File: src/rtl/alu_issue.sv
// MIPS ALU issue stage: decodes one instruction per cycle into an ALU operation
// plus operands, held in a single output register with a valid/ready handshake.
module alu_issue #(
  parameter int ANCHO_BUS = 32
) (
  input  logic                 clk,
  input  logic                 rst,
  input  logic                 flush,
  input  logic                 in_valid,
  output logic                 in_ready,
  input  logic [5:0]           opcode,
  input  logic [5:0]           funct,
  input  logic [ANCHO_BUS-1:0] rs_data,
  input  logic [ANCHO_BUS-1:0] rt_data,
  input  logic [15:0]          imm,
  output logic                 out_valid,
  input  logic                 out_ready,
  output logic [3:0]           operation,
  output logic [ANCHO_BUS-1:0] data1,
  output logic [ANCHO_BUS-1:0] data2,
  output logic                 illegal,
  output logic [15:0]          issue_count
);

  // Handshake: a transfer happens on an edge where valid && ready are both high.
  // in_ready only depends on the output register and out_ready, so a full
  // register can drain and refill on the same edge.

  logic                 valid_q, valid_d;
  logic [3:0]           op_q, op_d;
  logic [ANCHO_BUS-1:0] d1_q, d1_d;
  logic [ANCHO_BUS-1:0] d2_q, d2_d;
  logic                 ill_q, ill_d;
  logic [15:0]          cnt_q, cnt_d;

  logic [3:0]           dec_op;
  logic [ANCHO_BUS-1:0] dec_d2;
  logic                 dec_ill;
  logic [ANCHO_BUS-1:0] imm_zext;
  logic [ANCHO_BUS-1:0] imm_sext;
  logic                 accept;

  assign imm_zext = {{(ANCHO_BUS-16){1'b0}}, imm};
  assign imm_sext = {{(ANCHO_BUS-16){imm[15]}}, imm};

  assign in_ready = !valid_q || out_ready;
  assign accept   = in_valid && in_ready && !flush;

  // Anything not matched below falls through as illegal with rt_data as data2.
  always_comb begin
    dec_op  = 4'b1111;
    dec_d2  = rt_data;
    dec_ill = 1'b1;
    case (opcode)
      6'b000000: begin
        dec_ill = 1'b0;
        case (funct)
          6'b100100:            dec_op = 4'b0000;
          6'b100101:            dec_op = 4'b0001;
          6'b100000, 6'b100001: dec_op = 4'b0010;
          6'b100110:            dec_op = 4'b0100;
          6'b100111:            dec_op = 4'b0101;
          6'b100010, 6'b100011: dec_op = 4'b0110;
          6'b101010:            dec_op = 4'b0111;
          default:              dec_ill = 1'b1;
        endcase
      end
      6'b001100: begin dec_op = 4'b0000; dec_d2 = imm_zext; dec_ill = 1'b0; end
      6'b001101: begin dec_op = 4'b0001; dec_d2 = imm_zext; dec_ill = 1'b0; end
      6'b001000, 6'b001001,
      6'b100011, 6'b101011: begin dec_op = 4'b0010; dec_d2 = imm_sext; dec_ill = 1'b0; end
      6'b001110: begin dec_op = 4'b1001; dec_d2 = imm_zext; dec_ill = 1'b0; end
      6'b001010: begin dec_op = 4'b0111; dec_d2 = imm_sext; dec_ill = 1'b0; end
      6'b000100, 6'b000101: begin dec_op = 4'b0110; dec_ill = 1'b0; end
      default: ;
    endcase
  end

  // Flush wins over accept and drain; the payload is held except on accept.
  always_comb begin
    valid_d = valid_q;
    op_d    = op_q;
    d1_d    = d1_q;
    d2_d    = d2_q;
    ill_d   = ill_q;
    cnt_d   = cnt_q;
    if (flush) begin
      valid_d = 1'b0;
      ill_d   = 1'b0;
    end else if (accept) begin
      valid_d = 1'b1;
      op_d    = dec_op;
      d1_d    = rs_data;
      d2_d    = dec_d2;
      ill_d   = dec_ill;
      if (!dec_ill && cnt_q != 16'hFFFF) cnt_d = cnt_q + 16'd1;
    end else if (valid_q && out_ready) begin
      valid_d = 1'b0;
    end
  end

  always_ff @(posedge clk or posedge rst) begin
    if (rst) begin
      valid_q <= 1'b0;
      op_q    <= 4'b0000;
      d1_q    <= '0;
      d2_q    <= '0;
      ill_q   <= 1'b0;
      cnt_q   <= 16'h0000;
    end else begin
      valid_q <= valid_d;
      op_q    <= op_d;
      d1_q    <= d1_d;
      d2_q    <= d2_d;
      ill_q   <= ill_d;
      cnt_q   <= cnt_d;
    end
  end

  assign out_valid   = valid_q;
  assign operation   = op_q;
  assign data1       = d1_q;
  assign data2       = d2_q;
  assign illegal     = ill_q;
  assign issue_count = cnt_q;

endmodule

File: config.mk
export PLATFORM = sky130hd
export DESIGN_NAME = alu_issue
export DESIGN_NICKNAME = d
export VERILOG_FILES = /design/src/rtl/alu_issue.sv
export SDC_FILE = /design/constraint.sdc
export NUM_CORES = 1
export LEC_CHECK = 0
export ABC_AREA = 1
export CORE_ASPECT_RATIO = 1.2
export CORE_MARGIN = 5
export CORE_UTILIZATION = 45
export CTS_BUF_LIST = sky130_fd_sc_hd__clkbuf_16
export DETAILED_ROUTE_END_ITERATION = 12
export GPL_TIMING_DRIVEN = 0
export PLACE_DENSITY = 0.93
export SYNTH_ARGS = -nofsm -noshare
export SYNTH_HDL_FRONTEND = slang
export SYNTH_SLANG_ARGS = --single-unit
export TNS_END_PERCENT = 10
File: constraint.sdc
create_clock -name clk -period 5.7 [get_ports clk]
set_input_delay 1.14 -clock clk [delete_from_list [all_inputs] [get_ports clk]]
set_output_delay 1.14 -clock clk [all_outputs]
set_load 0.01 [all_outputs]
* After elaboration in Yosys (flattened, before gate mapping)
Index checks and enable logic that the tools add are counted.
** Operators by class
- $add $sub $neg :: 1
- Multipliers :: 0
- Div/mod/pow operators :: 0
- Order comparisons :: 0
- Equal/unequal tests :: 20
- Shifts and indexed selects :: 0
- Multiplexer cells :: 10
- Bitwise operators :: 1
- Reductions and logical operators :: 21
** Operators by type and width (count)
- 6-bit equality test, second input constant :: 11
- 32-bit one-hot mux with 2 select lines :: 1
- 4-bit one-hot mux with 7 select lines :: 2
- 6-bit by 4-bit equality test with 1-bit output, second input constant :: 6
- 16-bit by 1-bit adder with 16-bit output, second input constant :: 1
- 16-bit inequality test, second input constant :: 1
- 6-bit by 3-bit equality test with 1-bit output, second input constant :: 2
- 10-bit OR reduction :: 1
- 9-bit OR reduction :: 1
- 6-bit zero test :: 1
- 1-bit two-way mux :: 6
- 2-bit OR reduction :: 3
- 5-bit OR reduction :: 1
- 1-bit logical AND :: 4
- 4-bit OR reduction :: 1
- 1-bit zero test :: 3
- 3-bit AND reduction :: 1
- 3-bit nonzero test :: 1
- 3-bit OR reduction :: 1
- 1-bit one-hot mux with 2 select lines :: 1
- 2-bit AND reduction :: 1
- 2-bit nonzero test :: 1
- 1-bit logical OR :: 1
- 1-bit NOT :: 1
** Word-level totals
- Register bits after elaboration :: 86
- Bits in latches :: 0
- RAM bits :: 0
- Bits in read-only memories :: 0
- Input port bits :: 97
- Output and inout port bits :: 87
- Word-level logic and storage cells :: 59
- Memories kept :: 0

* Longest topological paths before layout
- Depth in word-level cells :: 7
- Depth in mapped cells :: 11
- Mapped depth without buffers :: 10

* Worst setup path before layout
Ideal clock, no wire load.
- Path type :: in2out
- Start point :: input port out_ready
- End point :: output port in_ready
- Data arrival time :: 1274 ps
- Required time :: 4560 ps
- Slack :: 3286 ps
- Cell stages on the path :: 2
- Cells stage by stage :: inv_1 > nand2_1
** On the way
- Word-level cells in the longest chain between the ends :: 1
** Ends and longest elaborated chain
- start, declared :: line 17 : input logic out_ready,
- 1-bit logical OR :: line 46 : assign in_ready = !valid_q || out_ready;
- end, declared :: line 10 : output logic in_ready,
Every way passes these cells.

* Worst setup path in the final report
Ends and elaborated chain as after synthesis.

==> results by group <==
Die
  • Die area: roughly 0.012 mm²
  • Std-Cell Rows: 39
  • Die width: 99.4 µm
  • Core area: 0.00947 mm²
  • Io pins: 184
  • Starting Density: 45.6%
  • Die outline height: 117 µm

GRT
  • Largest net degree at the start of global routing: 76
  • Initial antenna violation count: 0
  • GRT overflow: 0
  • Total track usage: approximately 25%
  • Number of global-route vias before repair: 4705
  • First-pass GRT wire length: 22900 µm

Route
  • DRT iter0 DRCs: 236
  • WL/cell: 16.1 µm
  • 1st-pass router iterations: 5
  • DRC: 0
  • Overall routed net length: between 10000 and 15000 µm
  • DR vias/cell: around 5.2
  • Antenna Violating Nets Remaining: 0
  • Vias: 4719

Pwr
  • Leakage: 3.28 nW
  • Worst vdd ir: 0.169 mV
  • Final total power: 0.00187 W
  • Cell Pwr Density: around 280 mW/mm²

Cells and area
  • Final net count: 877
  • Area grow syn2layout: 54.3%
  • N_diodes: 0
  • Fillers: 688
  • Layout cells sized above 1: 5.23%
  • Most frequent cells in the layout: 268 x nand2_1, 183 x clkdlybuf4s50_1, 86 x dfrtp_1
  • Register area: 0.00215 mm²
  • Footprint of the multi-input gates: about 0.0018 mm²
  • Most common cell after layout, fill and taps aside: nand2_1

Timing
  • Fmax: 294 MHz
  • Max_slew headroom: around two thirds
  • Setup TNS: 0 ns
  • Number of setup violations in the final report: 0
  • Final Hold Fails: 0
  • Final number of max-transition violations: 0
  • Fin Clk Skew: 0.00648 ns
  • Final min period: 3.41 ns
  • Period utilization: 59.7%
  • RSZ-0062 raised after global routing: no
  • Least-Margin Pin Slew: roughly 0.5 ns

Setup path
  • CP Capture Type: output port
  • Worst R2R End: issue_count[1]
  • Reg2reg path depth: 9
  • Worst path cell trace: clkdlybuf4s50_1 -> inv_1 -> nand2_1 -> clkdlybuf4s50_1
  • Critical Path RT: 4.56 ns
  • Worst path arrival time: 2.27 ns
  • Crit-path max FO: 3
  • CP startpoint kind: primary input
  • Reg-to-reg critical path startpoint: issue_count[1]
  • CP max stage delay: 0.54 ns
  • Register-to-register setup slack: 3.82 ns
  • Kind of critical path: primary input to output port
  • Slowest CP cell: clkdlybuf4s50_1
  • Top cell by count, worst path: clkdlybuf4s50_1

Clock network
  • Clk root buf: clkbuf_16
  • Hold_buf cts: 0
  • CTS Buffer Depth: 2
  • CTS tree: built
  • Post-CTS sizing: 0
  • Clock sinks: 86
  • Htree depth: 3
  • Clk pin slew, worst setup/hold paths: 0.07 ns
  • Worst-Skew Late Latency: 0.34 ns
  • Postcts setup bufs: 0
  • Num CTS Buffers: 9

Logic synthesis
  • Post-synthesis cell count: 584
  • Yosys warns: 0
  • Syn Nets: a little under 700
  • Proportion of synthesized chip area in sequential cells: 49.8%
  • Avg Inst Size Synth: 7.39 µm²
  • FF+latch count, synth: 86
  • Mapped cell area: 0.00432 mm²
  • Post-synth top flop: dfrtp_1
  • Number of flops mapped to enable cells by yosys: 0
  • Asr flop ratio synth: 100%
  • Yosys cell types: 27

Placed design
  • Dpl hpwl: 11000 µm
  • Port buffer count: 183
  • GP Congestion: ~0.99

Hold path
  • Worst Hold Endpoint: data1[23]
  • Hold Startpoint: data1[23]
  • WHS Path Cells: 2
  • Worst Hold Class: register to register

Flow run
  • Maximum Capacitance Violations: 0

Run status
  • Status: finished clean
## layer usage
metal	wire length (µm)	vias up	global-route usage, %	share of wire (%)
li1	-	2214	-	-
met1	5440	2226	27.7	37
met2	7540	227	43.1	52
met3	1060	52	4.99	7.3
met4	564	0	12.5	3.9
met5	0	-	0	0
## layout make-up
cell class,instances,area share (%)
flip-flops and latches,86,32.3
repair buffers,184,27.9
multi-input cells,414,27.2
clock buffers,9,3.38
inverters,59,3.36
well taps,123,2.31
plain buffers,25,1.99
clock inverters,7,1.58
## cell families (layout without fill, tap and decap cells)
family	Yosys count	in the layout	synth area share (%)
xor gates and xnor gates	7	7	1.42
DFF	86	86	49.8
AOI/OAI and AO/OA	58	58	6.93
adders and majority gates	1	1	0.290
and+or+nand+nor	348	348	33.3
buffers and inverters	84	284	8.20
## Yosys cell counts (2+ instances only)
| library cell | count | area [µm²] |
|---|---|---|
| dfrtp_1 | 86 | 2150 |
| o21a_1 | 2 | 15.0 |
| buf_1 | 2 | 7.51 |
| xnor2_1 | 3 | 26.3 |
| nand3b_1 | 2 | 15.0 |
| inv_1 | 56 | 210 |
| xor2_1 | 4 | 35.0 |
| o21ai_1 | 5 | 25.0 |
| nand2_1 | 268 | 1010 |
| buf_6 | 3 | 33.8 |
| nand3_1 | 21 | 105 |
| inv_2 | 3 | 11.3 |
| a21oi_1 | 19 | 95.1 |
| o21ai_0 | 30 | 150 |
| nand3_4 | 2 | 35.0 |
| clkbuf_1 | 9 | 33.8 |
| nand4_1 | 20 | 125 |
| nor2_1 | 30 | 113 |
| nor2_4 | 2 | 22.5 |
| buf_2 | 10 | 50.1 |
## sequential cells by signal (all words and copies together) (netlist names)
register     flops
data1           32
operation        4
illegal          1
out_valid        1
data2           32
issue_count     16
## critical path: cells and delay by family
kind                   cells  cell delay (ns)
buffers and inverters      3             1.04
and+or+nand+nor            1             0.08
## where the power goes
part / switching (W) / internal [W]
clock: 0.000262 / 0.000390
combinational: 0.000214 / 0.000256
sequential: 0.0000590 / 0.000693
total: 0.000535 / 0.00134
## metrics by stage
| step | worst slack, ns | instance area [µm²] | util (%) | instances | hold slack, ns |
|---|---|---|---|---|---|
| after detailed placement | 2.30 | 6330 | 66.9 | 891 | 0.457 |
| final | 2.29 | 6660 | 70.4 | 907 | 0.470 |
| after floorplan | 2.34 | 4320 | - | 584 | 0.509 |
| after global placement | 1.07 | 6300 | 66.6 | 890 | 0.454 |
| after CTS | 2.29 | 6660 | 70.4 | 907 | 0.475 |
| after global routing | 2.27 | 6660 | 70.4 | 907 | 0.488 |
## worst max path at each step
stage | from | end
final | out_ready | in_ready
after global routing | out_ready | in_ready
after CTS | out_ready | in_ready
after detailed placement | out_ready | in_ready
after global placement | rst | data2[10]
after floorplan | rst | data1[0]
No activity file was read; power rests on OpenSTA's default activity.
